`config.mk`:
```
export PLATFORM = sky130hd
export DESIGN_NAME = fetch_unit
export DESIGN_NICKNAME = d
export VERILOG_FILES = /design/src/rtl/fetch_unit.sv
export SDC_FILE = /design/constraint.sdc
export NUM_CORES = 1
export LEC_CHECK = 0
export ABC_AREA = 1
export BUFFER_PORTS_ARGS = -buffer_cell sky130_fd_sc_hd__buf_2
export CORE_MARGIN = 10
export CORE_UTILIZATION = 35
export CTS_CLUSTER_SIZE = 30
export DETAILED_ROUTE_END_ITERATION = 10
export MAX_ROUTING_LAYER = met4
export PLACE_DENSITY = 0.53
export SLEW_MARGIN = 20
export SYNTH_ARGS = -nofsm -noshare
export SYNTH_HDL_FRONTEND = slang
export SYNTH_SLANG_ARGS = --single-unit
```
`constraint.sdc`:
```
create_clock -name clk -period 6.8 [get_ports clk]
set_input_delay 1.36 -clock clk [delete_from_list [all_inputs] [get_ports clk]]
set_output_delay 1.36 -clock clk [all_outputs]
set_load 0.05 [all_outputs]
```
`src/rtl/fetch_unit.sv`:
```
// Instruction-fetch stage: PC generation, one-outstanding imem requests,
// a 2-entry {word, pc} queue, and redirect/flush driven by Control's PCSel.
`timescale 1ns/1ps

module fetch_unit #(
    parameter logic [31:0] RESET_PC = 32'h0000_0000
) (
    input  logic        clk,
    input  logic        rst,

    output logic        imem_req,
    output logic [31:0] imem_addr,
    input  logic        imem_gnt,
    input  logic        imem_rvalid,
    input  logic [31:0] imem_rdata,

    output logic        inst_valid,
    input  logic        inst_ready,
    output logic [31:0] inst,
    output logic [31:0] inst_pc,
    output logic [31:0] pc_plus4,
    output logic        Inst,
    output logic [2:0]  func3,
    output logic [4:0]  Opcode_m,

    input  logic        PCSel,
    input  logic [31:0] alu_target
);

    logic [31:0] fetch_pc;
    logic [31:0] req_pc;
    logic        outstanding;
    logic        kill;
    logic [1:0]  count;
    logic [1:0]  count_next;

    logic [31:0] hd_word, hd_pc;
    logic [31:0] tl_word, tl_pc;

    logic        consume;
    logic        redirect;
    logic        grant;
    logic        resp;
    logic        push;
    logic        hd_load;
    logic        hd_shift;
    logic        tl_load;
    logic [2:0]  occupancy;

    assign inst_valid = (count != 2'd0);
    assign consume    = inst_valid & inst_ready;
    assign redirect   = consume & PCSel;
    assign resp       = imem_rvalid & outstanding;
    assign push       = resp & ~kill & ~redirect;

    // Slots the queue will hold after this edge, counting a live response;
    // a request is only issued when its response is guaranteed a slot.
    assign occupancy = {1'b0, count} - {2'b00, consume} + {2'b00, imem_rvalid & ~kill};

    assign imem_req  = ~rst & ~redirect & (~outstanding | imem_rvalid) & (occupancy < 3'd2);
    assign imem_addr = fetch_pc;
    assign grant     = imem_req & imem_gnt;

    // NOTE: every signal written here gets a default first, so no path leaves
    // it unassigned and no latch is inferred.
    always_comb begin
        count_next = count;
        hd_load    = 1'b0;
        hd_shift   = 1'b0;
        tl_load    = 1'b0;
        if (redirect) begin
            count_next = 2'd0;
        end else begin
            count_next = count + {1'b0, push} - {1'b0, consume};
            hd_shift   = consume & (count == 2'd2);
            hd_load    = push & ((count == 2'd0) | ((count == 2'd1) & consume));
            tl_load    = push & (((count == 2'd1) & ~consume) | ((count == 2'd2) & consume));
        end
    end

    // NOTE: sequential state uses non-blocking assignments so every register
    // samples pre-edge values regardless of statement order.
    always_ff @(posedge clk) begin
        if (rst) begin
            fetch_pc    <= RESET_PC;
            req_pc      <= RESET_PC;
            outstanding <= 1'b0;
            kill        <= 1'b0;
        end else begin
            if (redirect) begin
                fetch_pc <= alu_target & 32'hFFFF_FFFC;
            end else if (grant) begin
                fetch_pc <= fetch_pc + 32'd4;
            end

            if (grant) begin
                req_pc <= fetch_pc;
            end

            if (grant) begin
                outstanding <= 1'b1;
            end else if (resp) begin
                outstanding <= 1'b0;
            end

            // A flushed request whose data is still in flight must be swallowed.
            if (redirect && outstanding && !imem_rvalid) begin
                kill <= 1'b1;
            end else if (resp && kill) begin
                kill <= 1'b0;
            end
        end
    end

    always_ff @(posedge clk) begin
        if (rst) begin
            count   <= 2'd0;
            hd_word <= 32'd0;
            hd_pc   <= 32'd0;
        end else begin
            count <= count_next;
            if (hd_load) begin
                hd_word <= imem_rdata;
                hd_pc   <= req_pc;
            end else if (hd_shift) begin
                hd_word <= tl_word;
                hd_pc   <= tl_pc;
            end
        end
    end

    // NOTE: the tail entry carries no reset; it is only read after a push
    // has written it, so clearing it would buy nothing.
    always_ff @(posedge clk) begin
        if (tl_load) begin
            tl_word <= imem_rdata;
            tl_pc   <= req_pc;
        end
    end

    assign inst     = hd_word;
    assign inst_pc  = hd_pc;
    assign pc_plus4 = hd_pc + 32'd4;
    assign Inst     = hd_word[30];
    assign func3    = hd_word[14:12];
    assign Opcode_m = hd_word[6:2];

endmodule

```
---- Word level (Yosys, flattened, before mapping) ----
Cells that the tools add are included.
word-level totals
  flip-flop bits (word level) ............. 196
  output and inout bits ................... 139
  logic and storage cells ................. 66
operators by class
  add/subtract/negate cells ............... 6
  order comparisons ....................... 1
  equal/unequal tests ..................... 2
  muxes and demuxes ....................... 13
  bitwise operators ....................... 23
  reductions and logical operators ........ 11
operators by type and width
  cell                                                 number
  two-way mux 32 bit                                   6
  adder 32 x 3 -> 32 bit, second input constant        2
  AND 1 bit                                            15
  nonzero test 2 bit                                   5
  two-way mux 1 bit                                    7
  inverter 1 bit                                       5
  adder 3 x 1 -> 3 bit                                 1
  logical AND 1 bit                                    3
  < comparator 3 x 2 -> 1 bit, second input constant   1
  OR 1 bit                                             3
  subtractor 2 x 1 -> 3 bit                            1
  adder 2 x 1 -> 2 bit                                 1
  equality test 2 x 1 -> 1 bit, second input constant  1
  equality test 2 bit, second input constant           1
  zero test 2 bit                                      1
  OR reduction 2 bit                                   1
  subtractor 2 x 1 -> 2 bit                            1
  zero test 1 bit                                      1

---- Longest topological paths before layout ----
Gate-level depths: netlist of the first run.
  depth after elaboration ................. 10
  mapped depth ............................ 18

---- Least setup slack after synthesis of the first run ----
No wires, ideal clock.
  path kind ............................... in2reg
  from .................................... input port inst_ready
  to ...................................... register tl_pc[10] (enable)
  setup time .............................. 503 ps
  arrival ................................. 4687 ps
  data required time ...................... 6297 ps
  path slack .............................. 1611 ps
  cell stages on the path ................. 3
  buffers on the path ..................... 1
  path through ............................ nand3_1 clkbuf_1 a21oi_1
on the way
  cells in the longest elaborated chain, start to end .. 6
ends and longest elaborated chain
  item                                         RTL line  RTL
  start: declaration                           18        input logic inst_ready,
  AND 1 bit (*)                                51        assign consume = inst_valid & inst_ready;
  AND 1 bit or inverter 1 bit (tied branches)  52, 77
  inverter 1 bit or AND 1 bit (tied branches)  54, 77
  AND 1 bit or OR 1 bit (tied branches)        54, 77
  AND 1 bit                                    77        tl_load = push & (((count == 2'd1) & ~consume) | ((count == 2'd2) & consume));
  two-way mux 1 bit (*)                        71        if (redirect) begin
  via tl_load                                  47        logic tl_load;
  end signal: assignment                       137       tl_pc <= req_pc;
  end: declaration                             38        logic [31:0] tl_word, tl_pc;
Mark *: on every way through the listed nets, which the timed path passes. The rest lies on a longest branch.
A chain may end at the register's enable or synchronous reset.

---- Worst setup path in the final report of the first run ----
  from .................................... input port inst_ready
  to ...................................... output port imem_req
on the way
  cells in the longest elaborated chain, start to end .. 6
ends and longest elaborated chain
  item                                                                               RTL line  RTL
  AND 1 bit (*)                                                                      51
  parallel branches: the longest is 4 deep, another holds subtractor 2 x 1 -> 3 bit  --
  AND 1 bit (*)                                                                      60        assign imem_req = ~rst & ~redirect & (~outstanding | imem_rvalid) & (occupancy < 3'd2);
  end: declaration                                                                   11        output logic imem_req,
Every way passes the cells marked *.

==> results of run 1 <==
## final timing paths
check / start / depth (start not counted) / slack, ps / to
min reg2reg: req_pc[15]$_SDFFE_PP0P_ / 0 / 420 / tl_pc[15]$_DFFE_PP_
max reg2reg: count[1]$_SDFF_PP0_ / 12 / 3560 / req_pc[9]$_SDFFE_PP0P_
min: req_pc[15]$_SDFFE_PP0P_ / 0 / 420 / tl_pc[15]$_DFFE_PP_
max: inst_ready / 10 / 2410 / imem_req
## layer usage
metal  vias to the layer above  GRT usage, %  routed length (µm)
met1                      3578          22.1               13700
li1                       4114             -                   -
met3                        20          3.50                1220
met5                         -             -                   0
met4                         0          4.10                 380
met2                       192          24.7               12000
## worst max-delay path, cell delays in order
cell and delay [ps]:
buf_2 140, nand2_1 110, a21oi_1 210, o21ai_0 150, fa_1 490, nand2_1 80, inv_1 60, nand2_1 50
nor2_1 80, buf_2 290
## cell families (layout without fill, tap and decap cells)
logic type / Yosys count / in the layout / share of synthesized area, %
other: 1 / 8 / 0.0410
xor gates and xnor gates: 37 / 37 / 3.55
buffers and inverters: 191 / 354 / 9.33
AOI/OAI and AO/OA: 266 / 266 / 16.5
and+or+nand+nor: 459 / 459 / 21.8
DFF: 188 / 188 / 48.0
muxes: 2 / 2 / 0.219
adders and majority gates: 4 / 4 / 0.630
## registers in the layout, indices dropped and copies added, names as in the netlist
register	cells
inst	32
tl_word	32
imem_addr	30
inst_pc	30
req_pc	30
tl_pc	30
count	2
kill	1
outstanding	1
## cell usage after synthesis (all sizes together) (4+ instances only)
master / instances / area (µm²)
nand3: 89 / 458
xnor2: 4 / 35.0
dfxtp: 126 / 2520
nand2: 240 / 921
edfxtp: 62 / 1860
clkbuf: 24 / 91.3
nor2: 92 / 368
o211a: 32 / 320
inv: 115 / 432
nor3: 17 / 95.1
xor2: 33 / 289
o21ai: 143 / 716
buf: 52 / 329
a21oi: 86 / 430
nand4: 13 / 96.3
## where the power goes
group | total, mW | internal, mW | switching [mW]
sequential | 1.62 | 1.40 | 0.225
clock | 0.996 | 0.530 | 0.466
combinational | 1.81 | 0.436 | 1.37
total | 4.43 | 2.36 | 2.06
## layout make-up
type	count	area, µm²	area share [%]
Clock inverter	14	153	1.41
Tap cell	335	419	3.87
Timing Repair Buffer	207	1050	9.73
Multi-Input combinational cell	774	3940	36.4
Sequential cell	188	4380	40.5
Inverter	115	432	3.99
Clock buffer	18	439	4.06
Antenna cell	2	5.00	0.0462
## per-stage QoR
stage	hold slack, ps	instances	instance area [µm²]	setup WS (ps)
6_report	418	1653	10800	2410
5_1_grt	430	1653	10800	2230
4_1_cts	420	1651	10800	2380
3_5_place_dp	413	1619	10200	2380
3_3_place_gp	409	1619	10200	2370
2_1_floorplan	408	1153	9160	1610
==> metrics.cfg, run 1 <==
[global_route]
track_usage_pct = 16.5
grt_antenna_before_repair = 2
grt_overflow = 0
grt_pass1_vias = 7818
grt_pass1_wl_mm = 43.2
grt_max_degree = 80

[timing]
setup_violations = 0
hold_violations = 0
tightestPinTransition_ps = 941
rsz0062_at_grt = no
max_freq_mhz = 228
fin_skew_ps = 16.6
finalCritPeriodShare_pct = 64.5
period_needed_ps = 4390
relSlewSlack_pct = 37.2
setup_tns_ps = 0
slew_violations = 0

[floorplanning]
placementRows = 59
die_h_um = 182
die_area_mm2 = 0.0330
start_util_pct = 35.4
die_x_um = 182
io_pins = 209
core_mm2 = 0.0258

[route]
drt_iter0_markers = 469
vias = 7904
ant_nets = 0
vias_per_cell = 4.78
wirelength_mm = 27.3
wl_per_cell_um = 16.5
drc_errors = 0
dr.pass1.iters = 5

[synthesis]
syn-cell-area_mm2 = 0.00914
synth_area_per_cell_um2 = 7.96
yosysUniqueCellTypes = 41
synth_flop_cell = dfxtp_1
yosysSeqAreaShare_pct = 48.0
ys_ff_latch = 188
synth_cells = 1148
ys_warn_count = 0
synthArstFlopShare_pct = 0
synth_edf_count = 62

[finish]
area_growth_syn_to_layout_pct = 18.5
drive_above_1_share_pct = 19.9
layout_commonest_cell = nand2_1
final_core_util_pct = 41.9
nets = 1377
n_fill_cell = 2688
final_cell_mix = 236 x nand2_1, 200 x buf_2, 136 x o21ai_0, 126 x dfxtp_1, 111 x inv_1

[run]
maxCapViolCount = 0

[min_path]
holdCritPathClass = reg -> reg

[power]
leakagePower_nw = 4.87
p_per_area_mw_per_mm2 = 409
finalPower_mw = 4.43
ir_worst_vdd_mv = 0.228

[setup_path]
end_kind = output port
start_kind = input port
worstPathArrival_ps = 3030
cp_max_fo = 4
worstSetupPathType = in -> out
worstPathRequired_ps = 5440

[clock_network]
cts-buffers-inserted = 17
hold_buffers = 0
insertion_delay_ps = 430
clockRootBuffer = clkbuf_16
h-tree-depth = 4
cts_tree = done
cts_resized = 0
path_clk_slew_ps = 80
clock_path_buffers = 2
post_cts_buffers = 0
cts.sinks = 188

[placed_design]
portBuffers = 200
globalplace.congestion = 0.882
dp.final_hpwl_mm = 19.5

[status]
status = complete, no violations

Power figures use the tool's default switching activity.
==> inputs of run 2 (changes only) <==
==> constraint.sdc (replaced) <==
create_clock -name clk -period 4.35 [get_ports clk]
set_input_delay 0.87 -clock clk [delete_from_list [all_inputs] [get_ports clk]]
set_output_delay 0.87 -clock clk [all_outputs]
set_load 0.05 [all_outputs]
==> run 2 against run 1 <==
Worst setup slack got worse by 1600 ps. Critical endpoint unchanged. Non-clock buffer count increased by 5. Count of clock-buffer cells in the layout is 1 lower. Combinational power increased by 56%. First-iteration DRC count grew 18%. Critical path type is now reg -> out. Highest routed layer unchanged. Die area unchanged. Global-route usage about the same.
==> metrics.cfg, run 2 (synthesis gave the netlist of run 1 again) <==
[power]
power_switching_mw = 3.30
finalPower_mw = 6.97
ir_worst_vdd_mv = 0.298
p_per_area_mw_per_mm2 = 640
p_int_mw = 3.67
p_clk_share_pct = 22.8
swShare_pct = 47.4
pwr-share-comb_pct = 40.6
seq_power_share_pct = 36.6
leakagePower_nw = 4.91

[run]
maxCapViolCount = 0

[clock_network]
clock_path_buffers = 2
h-tree-depth = 4
cts.sinks = 188
hold_buffers = 0
clockRootBuffer = clkbuf_16
insertion_delay_ps = 430
cts_tree = done
post_cts_buffers = 0
cts-buffers-inserted = 17
path_clk_slew_ps = 80
cts_resized = 0

[finish]
nets = 1382
final_cell_mix = 236 x nand2_1, 200 x buf_2, 136 x o21ai_0, 126 x dfxtp_1, 111 x inv_1
area_growth_syn_to_layout_pct = 19.1
final_cell_area_mm2 = 0.0109
layout_commonest_cell = nand2_1
drive_above_1_share_pct = 20.2
final_core_util_pct = 42.1
n_fill_cell = 2676
num_antenna_cells = 0

[timing]
setup_tns_ps = 0
setup_violations = 0
slew_violations = 0
period_needed_ps = 3500
relSlewSlack_pct = 48.2
max_freq_mhz = 286
rsz0062_at_grt = no
hold_violations = 0
tightestPinTransition_ps = 777
layout_setup_ws_ps = 851
finalCritPeriodShare_pct = 80.4
fin_skew_ps = 12.3

[placed_design]
portBuffers = 200
pre_cts_ws_ps = 944
dpl_cell_area_mm2 = 0.0103
dp.final_hpwl_mm = 19.6
globalplace.congestion = 0.895

[global_route]
grt_pass1_wl_mm = 43.0
grt_max_degree = 73
track_usage_pct = 16.5
grt_antenna_before_repair = 0
grt_overflow = 0
grt_pass1_vias = 7630

[floorplanning]
die_area_mm2 = 0.0330
io_pins = 209
start_util_pct = 35.4
die_h_um = 182
die_x_um = 182
core_mm2 = 0.0258
placementRows = 59

[route]
vias_per_cell = 4.79
drt_iter0_markers = 554
drc_errors = 0
ant_nets = 0
wl_per_cell_um = 16.4
dr.pass1.iters = 5
wirelength_mm = 27.1
vias = 7932

[setup_path]
worstSetupPathType = reg -> out
worstPathArrival_ps = 2630
worstPathRequired_ps = 3480
end_kind = output port
cp_max_fo = 5
start_kind = register

[status]
status = complete, no violations

[min_path]
holdCritPathClass = reg -> reg

run 2: changes by cell type in the layout (fill, tap and decap cells not counted), sizes merged:
cell      delta
inv          +2
buf          +5
clkinvlp     -3
diode        -2
clkinv       +3
bufinv       -1
clkbuf       -1
run 2: metal layers:
metal / global-route usage [%] / vias to the layer above / wire, µm
met2: 24.9 / 198 / 12100
met4: 4.10 / 0 / 346
met1: 22.1 / 3596 / 13400
met3: 3.32 / 23 / 1290
li1: - / 4115 / -
met5: - / - / 0
run 2: area by class of cell:
cell class	count	area, µm²	area share [%]
clock buffers	17	425	3.91
multi-input cells	774	3940	36.2
inverters	115	432	3.97
well taps	335	419	3.85
flip-flops and latches	188	4380	40.3
repair buffers	212	1090	10.0
clock inverters	15	194	1.78
run 2: power by group through the flow:
stage,Combinational [mW],Sequential [mW],Clock (mW)
detailed placement,2.85,2.59,0
CTS,2.86,2.55,1.64
global route,3.08,2.61,1.69
floorplan,1.53,3.19,0
finish,2.83,2.55,1.59
global placement,2.83,2.59,0
run 2: final timing paths:
| check | startpoint | endpoint | slack [ps] | cells after the start |
|---|---|---|---|---|
| setup / recovery | count[1]$_SDFF_PP0_ | imem_req | 850 | 11 |
| hold / removal | req_pc[15]$_SDFFE_PP0P_ | tl_pc[15]$_DFFE_PP_ | 430 | 0 |
| setup reg to reg | count[1]$_SDFF_PP0_ | imem_addr[20]$_SDFFE_PP0P_ | 1390 | 13 |
| hold reg to reg | req_pc[15]$_SDFFE_PP0P_ | tl_pc[15]$_DFFE_PP_ | 430 | 0 |
run 2: through the flow:
step / cells / hold WS, ps
global placement: 1624 / 409
global route: 1656 / 440
finish: 1656 / 426
CTS: 1656 / 425
detailed placement: 1624 / 414
floorplan: 1153 / 408
run 2: worst max-delay path, stage by stage (launching register included):
cell     delay, ps
dfxtp_1        470
inv_2          130
nand2_4        100
nand2_1         80
a21oi_1        210
o21ai_0        150
fa_1           490
nand2_1         80
inv_1           60
nand2_1         40
nor2_1          80
buf_2          300
==> inputs of run 3 (changes only) <==
==> constraint.sdc (replaced) <==
create_clock -name clk -period 3.6 [get_ports clk]
set_input_delay 0.72 -clock clk [delete_from_list [all_inputs] [get_ports clk]]
set_output_delay 0.72 -clock clk [all_outputs]
set_load 0.05 [all_outputs]
==> run 3 against run 2 <==
Via count down 0.24%. Count of clock-buffer cells in the layout stayed put. First-iteration DRC count fell by 1.4%. Critical path depth unchanged. Critical endpoint unchanged. Final area about the same.
==> metrics.cfg, run 3 (synthesis gave the netlist of run 1 again) <==
[status]
status = complete, no violations

[finish]
layout_commonest_cell = nand2_1
num_antenna_cells = 0
nets = 1384
final_cell_area_mm2 = 0.0109
fin_cells = 1658
drive_above_1_share_pct = 20.4
final_core_util_pct = 42.1
area_growth_syn_to_layout_pct = 19.2
final_cell_mix = 236 x nand2_1, 199 x buf_2, 136 x o21ai_0, 125 x dfxtp_1, 111 x inv_1

[timing]
relSlewSlack_pct = 46.9
max_freq_mhz = 310
finalCritPeriodShare_pct = 89.5
tightestPinTransition_ps = 795
setup_tns_ps = 0
layout_setup_ws_ps = 377
setup_violations = 0
slew_violations = 0
hold_ws_ps = 426
rsz0062_at_grt = no
period_needed_ps = 3220
hold_violations = 0
fin_skew_ps = 16.2

[clock_network]
clockRootBuffer = clkbuf_16
path_clk_slew_ps = 80
cts.sinks = 188
clock_path_buffers = 2
cts_tree = done
cts_resized = 0
h-tree-depth = 4
hold_buffers = 0
post_cts_buffers = 0
insertion_delay_ps = 440
cts-buffers-inserted = 17

[placed_design]
place_inst = 1626
dp.final_hpwl_mm = 19.7
portBuffers = 200
pre_cts_ws_ps = 485
dpl_cell_area_mm2 = 0.0103
globalplace.congestion = 0.886

[power]
finalPower_mw = 8.46
ir_worst_vdd_mv = 0.323
leakagePower_nw = 4.91
p_per_area_mw_per_mm2 = 776

[floorplanning]
die_area_mm2 = 0.0330
die_x_um = 182
placementRows = 59
io_pins = 209
die_h_um = 182
start_util_pct = 35.4
core_mm2 = 0.0258

[global_route]
grt_pass1_vias = 7726
grt_overflow = 0
track_usage_pct = 16.5
grt_antenna_before_repair = 0
grt_max_degree = 79
grt_pass1_wl_mm = 43.0

[min_path]
holdCritPathClass = reg -> reg
holdCritStartpoint = req_pc[3]$_SDFFE_PP0P_
hold-path-endpoint = tl_pc[3]$_DFFE_PP_
holdPathStages = 0

[setup_path]
worstPathArrival_ps = 2500
start_kind = register
r2r-end = imem_addr[29]$_SDFFE_PP0P_
r2r-start = count[1]$_SDFF_PP0_
end_kind = output port
worstPathRequired_ps = 2880
r2r_cells = 13
r2r_setup_slack_ps = 830
cp_max_fo = 5
worstSetupPathType = reg -> out

[route]
vias = 7913
wirelength_mm = 27.4
dr.pass1.iters = 5
drc_errors = 0
vias_per_cell = 4.77
wl_per_cell_um = 16.5
ant_nets = 0
drt_iter0_markers = 546

[run]
maxCapViolCount = 0

==> run 3: cell count changes in the layout (fill, tap and decap cells not counted), moves of 2 or more <==
cell / previous run / this run
clkinv_8: 7 / 2
inv_8: 1 / 5
clkinv_4: 0 / 3
inv_6: 6 / 3
buf_4: 12 / 14
==> run 3: power by group <==
part	switching (mW)	internal, mW
sequential	0.447	2.64
clock	0.934	1.00
combinational	2.58	0.857
==> run 3: critical path, stage by stage (launching register included) <==
cell      delay, ps
dfxtp_2         410
inv_2           100
nand2_4          90
nand2_1          80
a21oi_1         210
o21ai_0         150
fa_1            500
nand2_1          80
inv_1            60
nand2_1          40
nor2_1           90
clkbuf_4        250
==> run 3: area by class of cell <==
type / count / area [µm²]
Clock buffer: 17 / 425
Timing Repair Buffer: 214 / 1110
Clock inverter: 15 / 179
Sequential cell: 188 / 4390
Tap cell: 335 / 419
Fill cell: 2709 / 14900
Inverter: 115 / 432
Multi-Input combinational cell: 774 / 3940
==> run 3: layer usage <==
| layer | global-route usage (%) | up-vias | routed length [µm] |
|---|---|---|---|
| met4 | 4.20 | 0 | 265 |
| met1 | 21.7 | 3589 | 13400 |
| li1 | - | 4119 | - |
| met5 | - | - | 0 |
| met2 | 25.3 | 188 | 12400 |
| met3 | 3.34 | 17 | 1300 |
==> run 3: how the worst max path moves through the flow <==
| stage | start | endpoint | slack [ps] | cells after the start |
|---|---|---|---|---|
| 2_1_floorplan | inst_pc[2]$_SDFFE_PP0P_ | pc_plus4[23] | 210 | 7 |
| 3_3_place_gp | inst_ready | imem_req | 490 | 10 |
| 3_5_place_dp | inst_ready | imem_req | 490 | 10 |
| 4_1_cts | count[1]$_SDFF_PP0_ | imem_req | 180 | 11 |
| 5_1_grt | inst_pc[3]$_SDFFE_PP0P_ | pc_plus4[28] | 110 | 10 |
| 6_report | count[1]$_SDFF_PP0_ | imem_req | 380 | 11 |
